**config.mk**
```make
export PLATFORM = sky130hd
export DESIGN_NAME = dispatch_queue_unit
export DESIGN_NICKNAME = d
export VERILOG_FILES = /design/src/rtl/dispatch_queue_unit_pkg.sv /design/src/rtl/dispatch_queue_unit_operand_bypass.sv /design/src/rtl/dispatch_queue_unit.sv
export SDC_FILE = /design/constraint.sdc
export NUM_CORES = 1
export LEC_CHECK = 0
export CORE_UTILIZATION = 46
export CTS_BUF_LIST = sky130_fd_sc_hd__clkbuf_16
export DETAILED_ROUTE_END_ITERATION = 8
export GPL_ROUTABILITY_DRIVEN = 0
export PLACE_DENSITY = 0.76
export REMOVE_ABC_BUFFERS = 1
export SYNTH_ARGS = -nofsm -noshare
export SYNTH_HDL_FRONTEND = slang
export SYNTH_SLANG_ARGS = --single-unit
export TNS_END_PERCENT = 10
```
**constraint.sdc**
```tcl
create_clock -name clk -period 4.2 [get_ports clk]
set_clock_uncertainty 0.15 [all_clocks]
set_input_delay 0.42 -clock clk [delete_from_list [all_inputs] [get_ports clk]]
set_output_delay 0.42 -clock clk [all_outputs]
set_load 0.02 [all_outputs]
```
**src/rtl/dispatch_queue_unit_pkg.sv**
```systemverilog
`default_nettype none
// ============================================================================
// Module   : dispatch_queue_unit_pkg
// Desc     : Shared opcode encodings, widths and the RV32I head decoder.
// Revision : 1.0 - initial release
// ============================================================================
package dispatch_queue_unit_pkg;

    localparam int REG_IDX_W = 5;
    localparam int OPENUM_W  = 6;
    localparam int ZERO_ROB  = 0;

    // Loads and stores are kept contiguous so LB..SW selects the LSB path.
    typedef enum logic [OPENUM_W-1:0] {
        NOP, LUI, AUIPC, JAL, JALR,
        BEQ, BNE, BLT, BGE, BLTU, BGEU,
        LB, LH, LW, LBU, LHU, SB, SH, SW,
        ADDI, SLTI, SLTIU, XORI, ORI, ANDI, SLLI, SRLI, SRAI,
        ADD, SUB, SLL, SLT, SLTU, XOR, SRL, SRA, OR, AND
    } openum_t;

    typedef struct packed {
        openum_t              openum;
        logic [REG_IDX_W-1:0] rd;
        logic [REG_IDX_W-1:0] rs1;
        logic [REG_IDX_W-1:0] rs2;
        logic [31:0]          imm;
        logic                 is_jump;
        logic                 is_store;
    } decoded_t;

    function automatic decoded_t decode(input logic [31:0] inst);
        decoded_t   d;
        logic [2:0] f3;
        logic [31:0] imm_i;
        f3    = inst[14:12];
        imm_i = {{20{inst[31]}}, inst[31:20]};
        d     = '0;
        d.rd  = inst[11:7];
        d.rs1 = inst[19:15];
        d.rs2 = inst[24:20];
        case (inst[6:0])
            7'b0110111, 7'b0010111: begin
                d.openum = (inst[5]) ? LUI : AUIPC;
                d.imm    = {inst[31:12], 12'b0};
                d.rs1    = '0;
                d.rs2    = '0;
            end
            7'b1101111: begin
                d.openum  = JAL;
                d.imm     = {{12{inst[31]}}, inst[19:12], inst[20], inst[30:21], 1'b0};
                d.rs1     = '0;
                d.rs2     = '0;
                d.is_jump = 1'b1;
            end
            7'b1100111: begin
                d.openum  = (f3 == 3'b000) ? JALR : NOP;
                d.imm     = imm_i;
                d.rs2     = '0;
                d.is_jump = 1'b1;
            end
            7'b1100011: begin
                d.imm     = {{20{inst[31]}}, inst[7], inst[30:25], inst[11:8], 1'b0};
                d.rd      = '0;
                d.is_jump = 1'b1;
                case (f3)
                    3'b000:  d.openum = BEQ;
                    3'b001:  d.openum = BNE;
                    3'b100:  d.openum = BLT;
                    3'b101:  d.openum = BGE;
                    3'b110:  d.openum = BLTU;
                    3'b111:  d.openum = BGEU;
                    default: d.openum = NOP;
                endcase
            end
            7'b0000011: begin
                d.imm = imm_i;
                d.rs2 = '0;
                case (f3)
                    3'b000:  d.openum = LB;
                    3'b001:  d.openum = LH;
                    3'b010:  d.openum = LW;
                    3'b100:  d.openum = LBU;
                    3'b101:  d.openum = LHU;
                    default: d.openum = NOP;
                endcase
            end
            7'b0100011: begin
                d.imm      = {{20{inst[31]}}, inst[31:25], inst[11:7]};
                d.rd       = '0;
                d.is_store = 1'b1;
                case (f3)
                    3'b000:  d.openum = SB;
                    3'b001:  d.openum = SH;
                    3'b010:  d.openum = SW;
                    default: d.openum = NOP;
                endcase
            end
            7'b0010011: begin
                d.imm = imm_i;
                d.rs2 = '0;
                case (f3)
                    3'b000:  d.openum = ADDI;
                    3'b010:  d.openum = SLTI;
                    3'b011:  d.openum = SLTIU;
                    3'b100:  d.openum = XORI;
                    3'b110:  d.openum = ORI;
                    3'b111:  d.openum = ANDI;
                    3'b001:  d.openum = SLLI;
                    default: d.openum = inst[30] ? SRAI : SRLI;
                endcase
            end
            7'b0110011: begin
                case (f3)
                    3'b000:  d.openum = inst[30] ? SUB : ADD;
                    3'b001:  d.openum = SLL;
                    3'b010:  d.openum = SLT;
                    3'b011:  d.openum = SLTU;
                    3'b100:  d.openum = XOR;
                    3'b101:  d.openum = inst[30] ? SRA : SRL;
                    3'b110:  d.openum = OR;
                    default: d.openum = AND;
                endcase
            end
            default: d.openum = NOP;
        endcase
        // Anything unrecognised becomes a clean all-zero NOP.
        if (d.openum == NOP) begin
            d = '0;
        end
        return d;
    endfunction

endpackage
`default_nettype wire

```
**src/rtl/dispatch_queue_unit_operand_bypass.sv**
```systemverilog
`default_nettype none
// ============================================================================
// Module   : dispatch_queue_unit_operand_bypass
// Desc     : Resolves one source operand from CDB, ROB readiness or regfile.
// Revision : 1.0 - initial release
// ============================================================================
module dispatch_queue_unit_operand_bypass
    import dispatch_queue_unit_pkg::*;
#(
    parameter int CDB_PORTS = 2,
    parameter int ROB_ID_W  = 4,
    parameter int DATA_W    = 32
) (
    input  logic [DATA_W-1:0]           reg_v,
    input  logic [ROB_ID_W-1:0]         reg_q,
    input  logic                        rob_ready,
    input  logic [DATA_W-1:0]           rob_data,
    input  logic [CDB_PORTS-1:0]        cdb_valid,
    input  logic [CDB_PORTS*ROB_ID_W-1:0] cdb_rob_id,
    input  logic [CDB_PORTS*DATA_W-1:0] cdb_result,
    output logic [DATA_W-1:0]           v,
    output logic [ROB_ID_W-1:0]         q
);

    // Walk from the highest channel down so the lowest-index hit wins last.
    always_comb begin
        v = reg_v;
        q = reg_q;
        if (rob_ready) begin
            v = rob_data;
            q = ROB_ID_W'(ZERO_ROB);
        end
        for (int i = CDB_PORTS - 1; i >= 0; i--) begin
            if (cdb_valid[i] && (reg_q != ROB_ID_W'(ZERO_ROB)) &&
                (cdb_rob_id[i*ROB_ID_W +: ROB_ID_W] == reg_q)) begin
                v = cdb_result[i*DATA_W +: DATA_W];
                q = ROB_ID_W'(ZERO_ROB);
            end
        end
    end

endmodule
`default_nettype wire

```
**src/rtl/dispatch_queue_unit.sv**
```systemverilog
`default_nettype none
// ============================================================================
// Module   : dispatch_queue_unit
// Desc     : In-order instruction FIFO + decode + single-issue dispatch.
//            Optional issue/stall counters when DISPATCH_PERF_EN is defined.
// Revision : 1.0 - initial release
// ============================================================================
module dispatch_queue_unit
    import dispatch_queue_unit_pkg::*;
#(
    parameter int IQ_DEPTH  = 4,
    parameter int CDB_PORTS = 2,
    parameter int ROB_ID_W  = 4,
    parameter int DATA_W    = 32
) (
    input  logic                          clk,
    input  logic                          rst,
    input  logic                          rdy,
    input  logic                          if_valid,
    output logic                          if_ready,
    input  logic [DATA_W-1:0]             if_inst,
    input  logic [DATA_W-1:0]             if_pc,
    input  logic [DATA_W-1:0]             if_rollback_pc,
    input  logic                          if_pred_jump,
    input  logic                          rob_full,
    input  logic                          rs_full,
    input  logic                          lsb_full,
    input  logic [ROB_ID_W-1:0]           rob_alloc_id,
    output logic [REG_IDX_W-1:0]          rs1_to_reg,
    output logic [REG_IDX_W-1:0]          rs2_to_reg,
    input  logic [DATA_W-1:0]             V1_from_reg,
    input  logic [DATA_W-1:0]             V2_from_reg,
    input  logic [ROB_ID_W-1:0]           Q1_from_reg,
    input  logic [ROB_ID_W-1:0]           Q2_from_reg,
    output logic [ROB_ID_W-1:0]           Q1_to_rob,
    output logic [ROB_ID_W-1:0]           Q2_to_rob,
    input  logic                          Q1_ready_from_rob,
    input  logic                          Q2_ready_from_rob,
    input  logic [DATA_W-1:0]             rob_data1,
    input  logic [DATA_W-1:0]             rob_data2,
    input  logic [CDB_PORTS-1:0]          cdb_valid,
    input  logic [CDB_PORTS*ROB_ID_W-1:0] cdb_rob_id,
    input  logic [CDB_PORTS*DATA_W-1:0]   cdb_result,
    input  logic                          rollback,
    output logic                          ena_to_rob,
    output logic                          ena_to_reg,
    output logic                          ena_to_rs,
    output logic                          ena_to_lsb,
    output openum_t                       out_openum,
    output logic [REG_IDX_W-1:0]          out_rd,
    output logic [DATA_W-1:0]             out_imm,
    output logic [DATA_W-1:0]             out_pc,
    output logic [DATA_W-1:0]             out_rollback_pc,
    output logic                          out_pred_jump,
    output logic                          out_is_jump,
    output logic                          out_is_store,
    output logic [DATA_W-1:0]             out_V1,
    output logic [DATA_W-1:0]             out_V2,
    output logic [ROB_ID_W-1:0]           out_Q1,
    output logic [ROB_ID_W-1:0]           out_Q2,
    output logic [ROB_ID_W-1:0]           out_rob_id
`ifdef DISPATCH_PERF_EN
    ,
    output logic [31:0]                   perf_issued,
    output logic [31:0]                   perf_stall
`endif
);

    localparam int PTR_W = $clog2(IQ_DEPTH);
    localparam int CNT_W = PTR_W + 1;

    logic [DATA_W-1:0]   r_inst_mem [IQ_DEPTH];
    logic [DATA_W-1:0]   r_pc_mem   [IQ_DEPTH];
    logic [DATA_W-1:0]   r_rbpc_mem [IQ_DEPTH];
    logic [IQ_DEPTH-1:0] r_pred_mem;
    logic [PTR_W-1:0]    r_head;
    logic [PTR_W-1:0]    r_tail;
    logic [CNT_W-1:0]    r_count;

    decoded_t            w_dec;
    logic                w_nonempty;
    logic                w_head_nop;
    logic                w_to_lsb;
    logic                w_target_full;
    logic                w_fire;
    logic                w_pop;
    logic                w_push;
    logic [DATA_W-1:0]   w_v1;
    logic [DATA_W-1:0]   w_v2;
    logic [ROB_ID_W-1:0] w_q1;
    logic [ROB_ID_W-1:0] w_q2;

    assign w_dec         = decode(r_inst_mem[r_head][31:0]);
    assign w_nonempty    = (r_count != '0);
    assign w_head_nop    = (w_dec.openum == NOP);
    assign w_to_lsb      = (w_dec.openum >= LB) && (w_dec.openum <= SW);
    assign w_target_full = w_to_lsb ? lsb_full : rs_full;
    assign w_fire        = rdy && !rollback && w_nonempty && !w_head_nop &&
                           !rob_full && !w_target_full;
    assign w_pop         = w_fire || (rdy && !rollback && w_nonempty && w_head_nop);
    // Count never exceeds IQ_DEPTH, so its MSB alone flags "full".
    assign if_ready      = !r_count[PTR_W] && !rollback;
    assign w_push        = if_valid && if_ready && rdy;

    assign rs1_to_reg = w_dec.rs1;
    assign rs2_to_reg = w_dec.rs2;
    assign Q1_to_rob  = Q1_from_reg;
    assign Q2_to_rob  = Q2_from_reg;

    dispatch_queue_unit_operand_bypass #(
        .CDB_PORTS (CDB_PORTS),
        .ROB_ID_W  (ROB_ID_W),
        .DATA_W    (DATA_W)
    ) u_bypass_op1 (
        .reg_v      (V1_from_reg),
        .reg_q      (Q1_from_reg),
        .rob_ready  (Q1_ready_from_rob),
        .rob_data   (rob_data1),
        .cdb_valid  (cdb_valid),
        .cdb_rob_id (cdb_rob_id),
        .cdb_result (cdb_result),
        .v          (w_v1),
        .q          (w_q1)
    );

    dispatch_queue_unit_operand_bypass #(
        .CDB_PORTS (CDB_PORTS),
        .ROB_ID_W  (ROB_ID_W),
        .DATA_W    (DATA_W)
    ) u_bypass_op2 (
        .reg_v      (V2_from_reg),
        .reg_q      (Q2_from_reg),
        .rob_ready  (Q2_ready_from_rob),
        .rob_data   (rob_data2),
        .cdb_valid  (cdb_valid),
        .cdb_rob_id (cdb_rob_id),
        .cdb_result (cdb_result),
        .v          (w_v2),
        .q          (w_q2)
    );

    always_ff @(posedge clk) begin
        if (w_push) begin
            r_inst_mem[r_tail] <= if_inst;
            r_pc_mem[r_tail]   <= if_pc;
            r_rbpc_mem[r_tail] <= if_rollback_pc;
            r_pred_mem[r_tail] <= if_pred_jump;
        end
    end

    always_ff @(posedge clk) begin
        if (rst) begin
            r_head          <= '0;
            r_tail          <= '0;
            r_count         <= '0;
            ena_to_rob      <= 1'b0;
            ena_to_reg      <= 1'b0;
            ena_to_rs       <= 1'b0;
            ena_to_lsb      <= 1'b0;
            out_openum      <= NOP;
            out_rd          <= '0;
            out_imm         <= '0;
            out_pc          <= '0;
            out_rollback_pc <= '0;
            out_pred_jump   <= 1'b0;
            out_is_jump     <= 1'b0;
            out_is_store    <= 1'b0;
            out_V1          <= '0;
            out_V2          <= '0;
            out_Q1          <= '0;
            out_Q2          <= '0;
            out_rob_id      <= '0;
        end else if (rollback) begin
            r_head     <= '0;
            r_tail     <= '0;
            r_count    <= '0;
            ena_to_rob <= 1'b0;
            ena_to_reg <= 1'b0;
            ena_to_rs  <= 1'b0;
            ena_to_lsb <= 1'b0;
        end else begin
            ena_to_rob <= w_fire;
            ena_to_reg <= w_fire;
            ena_to_rs  <= w_fire && !w_to_lsb;
            ena_to_lsb <= w_fire && w_to_lsb;
            if (w_push) begin
                r_tail <= r_tail + 1'b1;
            end
            if (w_pop) begin
                r_head <= r_head + 1'b1;
            end
            r_count <= r_count + CNT_W'(w_push) - CNT_W'(w_pop);
            if (w_fire) begin
                out_openum      <= w_dec.openum;
                out_rd          <= w_dec.rd;
                out_imm         <= DATA_W'($signed(w_dec.imm));
                out_pc          <= r_pc_mem[r_head];
                out_rollback_pc <= r_rbpc_mem[r_head];
                out_pred_jump   <= r_pred_mem[r_head];
                out_is_jump     <= w_dec.is_jump;
                out_is_store    <= w_dec.is_store;
                out_V1          <= w_v1;
                out_V2          <= w_v2;
                out_Q1          <= w_q1;
                out_Q2          <= w_q2;
                out_rob_id      <= rob_alloc_id;
            end
        end
    end

`ifdef DISPATCH_PERF_EN
    always_ff @(posedge clk) begin
        if (rst) begin
            perf_issued <= '0;
            perf_stall  <= '0;
        end else begin
            if (w_fire) begin
                perf_issued <= perf_issued + 32'd1;
            end
            if (rdy && !rollback && w_nonempty && !w_head_nop && !w_fire) begin
                perf_stall <= perf_stall + 32'd1;
            end
        end
    end
`endif

endmodule
`default_nettype wire

```
After elaboration in Yosys (flattened, before gate mapping)
Memory sizes are Yosys's and may differ from the RTL's. A register that Yosys moved wholly into a read port is not among the register bits.
Index checks and enable logic that the tools add are counted.
{"block": "totals", "register_bits": 136, "latchBits": 0, "ramBits": 384, "mem_bits_ro": 0, "output_inout_bits": 209, "memories": 3}
{"block": "classes", "n_addsub": 4, "multipliers": 0, "div": 0, "order_cmp": 5, "eq_ne": 20, "n_shift": 0, "muxes": 40, "bitwise": 1, "reduce_logical": 42}
{"name": "r_inst_mem", "words": 4, "word_bits": 32, "rd": 1, "rd_clocked_by_memory_dff": 1, "write_ports": 1, "line_no": "dispatch_queue_unit.sv:72", "source": "logic [DATA_W-1:0] r_inst_mem [IQ_DEPTH];"}
{"name": "r_pc_mem", "words": 4, "word_bits": 32, "rd": 1, "rd_clocked_by_memory_dff": 1, "write_ports": 1, "line_no": "dispatch_queue_unit.sv:73", "source": "logic [DATA_W-1:0] r_pc_mem [IQ_DEPTH];"}
{"name": "r_rbpc_mem", "words": 4, "word_bits": 32, "rd": 1, "rd_clocked_by_memory_dff": 1, "write_ports": 1, "line_no": "dispatch_queue_unit.sv:74", "source": "logic [DATA_W-1:0] r_rbpc_mem [IQ_DEPTH];"}
{"op": "$mux W32", "count": 6}
{"op": "$pmux W32 S5", "count": 1}
{"op": "$mux W55", "count": 1}
{"op": "$pmux W6 S8", "count": 1}
{"op": "$pmux W6 S7", "count": 1}
{"op": "$pmux W4 S7", "count": 1}
{"op": "$mux W4", "count": 6}
{"op": "$pmux W4 S6", "count": 1}
{"op": "$eq A7 B6 Y1 const B", "count": 3}
{"op": "$eq A7 B7 Y1 const B", "count": 3}
{"op": "$logic_and A1 B1 Y1", "count": 21}
{"op": "$pmux W4 S5", "count": 1}
{"op": "$eq A4 B4 Y1", "count": 4}
{"op": "$mux W5", "count": 3}
{"op": "$pmux W5 S3", "count": 1}
{"op": "$eq A7 B5 Y1 const B", "count": 2}
{"op": "$eq A3 B3 Y1 const B", "count": 4}
{"op": "$logic_not A6 Y1", "count": 2}
{"op": "$mux W1", "count": 10}
{"op": "$reduce_or A3 Y1", "count": 3}
{"op": "$reduce_bool A4 Y1", "count": 2}
{"op": "$eq A7 B2 Y1 const B", "count": 1}
{"op": "$eq A3 B2 Y1 const B", "count": 2}
{"op": "$ge A6 B4 Y1 const B", "count": 1}
{"op": "20 further kinds", "count": 31}

Logic depth before layout (Yosys ltp)
{"block": "logic_depth", "depth_word": 13, "depth_mapped": 23}

By module
A second synthesis with hierarchy kept.
{"block": "unflattened", "cells_unflattened": 1981, "area_unflattened_um2": 25331.8}
{"mod": "dispatch_queue_unit", "n_inst": 1, "cells_per_inst": 1551, "area_each_um2": 22514.1}
{"mod": "dispatch_queue_unit_operand_bypass", "n_inst": 2, "cells_per_inst": 215, "area_each_um2": 1408.9}

Least setup slack after synthesis
OpenSTA, ideal clock, no wires.
{"block": "synth_path", "path_kind": "flip-flop to flip-flop", "start": "register with a tool-made name", "end": "register r_count[2]", "t_arrival_ps": 4268, "setup_slack_ps": -335, "path_stages_with_launch": 24, "path_buffers": 7, "path_cell_list": "dfxtp_1 buf_4 buf_6 mux4_2 buf_6 buf_2 nor3b_1 a31oi_1 o311ai_0 a21oi_1 o21a_1 o211a_1 buf_4 buf_2 buf_2 o21a_1 ha_1 inv_1 ha_1 inv_1 fa_1 xor2_1 xnor2_1 nor2_1"}
{"item": "end signal, assigned", "line_no": "dispatch_queue_unit.sv:192", "source": "r_count <= r_count + CNT_W'(w_push) - CNT_W'(w_pop);"}
{"item": "end, declared", "line_no": "dispatch_queue_unit.sv:78", "source": "logic [CNT_W-1:0] r_count;"}

==> summary.md <==
| Metric | Value |
|---|---|
| Synth Instances | `1867` |
| Worst-path clk slew | `60 ps` |
| Max rail drop VDD | `510 uV` |
| Worst path bufs/invs | `6` |
| Rows | `84` |
| Commonest cells after routing, fill and taps aside | `516 x clkdlybuf4s50_1, 388 x edfxtp_1, 263 x a21oi_1, 194 x dfxtp_1, 113 x nor2_1` |
| Simple-gate share of the synthesized area | `6.99%` |
| Hold Violations, Final | `0` |
| Antenna Nets Post-Route | `0` |
| Port Buffers | `529` |
| Synth warn | `0` |
| WS Path Type | `reg -> reg` |
| Post-synth ARST share | `0%` |
| Starting Density | `47.0%` |
| Ports | `530` |
| CTS tree | `built` |
| Post-synthesis compound-gate area fraction | `12.3%` |
| Violated checks | `setup timing` |
| Most common cell after layout, fill and taps aside | `clkdlybuf4s50_1` |
| Max-slew headroom | `18.9%` |
| Max incr delay on CP | `540 ps` |
| H-tree depth | `2` |
| Dpl hpwl | `54300 um` |
| Sequential area share after synthesis | `62.6%` |
| Largest regs | `r_inst_mem x128, r_pc_mem x128, r_rbpc_mem x128` |
| CTS max path bufs | `3` |
| Worst-skew pair later-pin latency | `630 ps` |
| Worst Path Arrival | `4670 ps` |
| Leak Pwr | `0.0114 uW` |
| EDFF count, synth | `388` |
| Routed WL | `82800 um` |
| RSZ-0062 raised after global routing | `yes` |
| Slew Viols, Final | `0` |
| Seq cells post-synth | `586` |
| Top_reg_cell synth | `edfxtp_1` |
| Crit. path cell count | `20` |
| Area grow syn2layout | `35.6%` |
| Core Footprint | `53100 um^2` |
| Netlist cell types | `72` |
| Setup ws final | `-123 ps` |
| Final total power | `12500 uW` |
| Max cap viols | `0` |
| Critical Path Slowest Stage Cell | `mux4_2` |
| Share of layout cells above drive strength 1 | `17.0%` |
| R2R depth | `20` |
| Root Driver | `clkbuf_16` |
| Total grt overflow | `0` |
| Crit. End Element | `flop` |
| Iter 0 DRT Violations | `1541` |
| Vias after detailed routing | `18900` |
| HP Class | `in -> reg` |
| XOR/XNOR share of the synthesized area | `0.597%` |
| Routed WL per cell | `26.2 um` |
| Adder-cell share of the synthesized area | `0.381%` |
| DRC | `0` |
| DIE AREA | `55200 um^2` |
| TNS Setup | `-229 ps` |
| Mux share of post-synthesis cell area | `13.3%` |
| Initial DRT Pass Iterations | `5` |
| Actual slew at the worst max-slew pin | `1220 ps` |
| Total track usage | `28.9%` |
| Synthesized area | `24900 um^2` |
| Die H | `235 um` |
| Setup violators final | `4` |
| Number of buffers created by CTS | `60` |
| Largest net degree at the start of global routing | `85` |
| Max Fclk | `0.231 GHz` |
| Pre-CTS setup slack | `-211 ps` |
| Status | `complete, but fails checks` |
| Mapped Avg Cell Area | `13.4 um^2` |
| Via density | `5.99` |
| Core Util, Final | `63.7%` |
| Initial antenna violation count | `25` |
| Max Fanout on Critical Path | `5` |
| Critical-path cell list | `buf_12 > buf_6 > mux4_2 > nand3b_1 > buf_4 > a2bb2oi_1 > nor2_1 > a211oi_2 > buf_4 > o21a_1 > o211a_4 > o21a_4 > ha_1 > inv_1 > ha_1 > inv_1 > fa_2 > xor2_2 > xnor2_1 > nor2_1` |
| CP top delay family | `compound AO/OA/AOI/OAI gates` |
| First-pass GRT wire length | `121000 um` |
| R2r setup slk | `-120 ps` |
| Period minus WS final | `4320 ps` |
| WP data required | `4540 ps` |
| CTS sink count | `586` |
| Largest family of logic cells by synthesized area | `multiplexers` |
| Nets@finish | `2735` |
| Hold Slack | `126 ps` |
| Die width | `235 um` |
| Pwr dens | `370 nW/um^2` |
| Vias in the first global route | `18800` |
| Startpoint types | `flop` |
| Final cycle utilization of the critical path | `103%` |
| Hold path depth | `2` |
## where the power goes
| part | switching [uW] | internal [uW] | leakage (uW) | total (uW) |
|---|---|---|---|---|
| clock network | 2230 | 3210 | 0.00103 | 5440 |
| registers | 11.2 | 6170 | 0.00510 | 6190 |
| logic | 421 | 451 | 0.00528 | 872 |
| total | 2660 | 9840 | 0.0114 | 12500 |
## path summary, 6_finish.rpt
kind	startpoint	endpoint
max	flop	r_count[2]
min reg2reg	out_imm[11]	out_imm[11]
min	rst	out_pc[23]
max reg2reg	flop	r_count[2]
## synth_stat cells, drive strengths merged, types with 27 or more instances
master,count,area [um^2]
mux2i,100,1000
dfxtp,198,3960
nand2,62,235
nand3,73,365
o21ai,94,470
nor3,27,145
clkbuf,82,308
edfxtp,388,11700
a21oi,268,1350
nor2,121,467
mux4,97,2180
a211oi,69,653
buf,95,604
## routing by layer
layer | track usage [%] | vias to the layer above | routed length [um]
li1 | - | 8246 | -
met1 | 33.6 | 9454 | 30200
met2 | 49.2 | 988 | 41100
met3 | 6.87 | 244 | 6300
met4 | 16.4 | 16 | 5090
met5 | 0 | - | 103
## final cells by class
type	count	area, um^2
antenna	15	37.5
fill	3843	19300
clock buffer	60	1500
timing repair buffer	652	6550
sequential	586	15600
tap	688	861
multi-input combinational	1095	8660
inverter	12	45.0
clock inverter	53	529
## per-stage QoR
stage	std cells	area (um^2)
floorplan	1690	24000
global placement	2999	31200
detailed placement	2999	31200
CTS	3129	33500
global route	3160	33800
finish	3161	33800
## what timing repair did
item,CTS,global route
resized for setup,36,32
endpoints found under the setup margin,85,150
cloned,2,2
buffers inserted,15,15
hold buffers,0,0
pin swaps,9,13
## cells by family (layout without fill, tap and decap cells)
kind of cell	after synthesis	in the layout
muxes	209	211
buffers and inverters	189	777
other	0	15
xor gates and xnor gates	17	17
DFF	586	586
AOI/OAI and AO/OA	496	496
and+or+nand+nor	363	364
adders and majority gates	7	7
No activity file was read; power rests on OpenSTA's default activity.
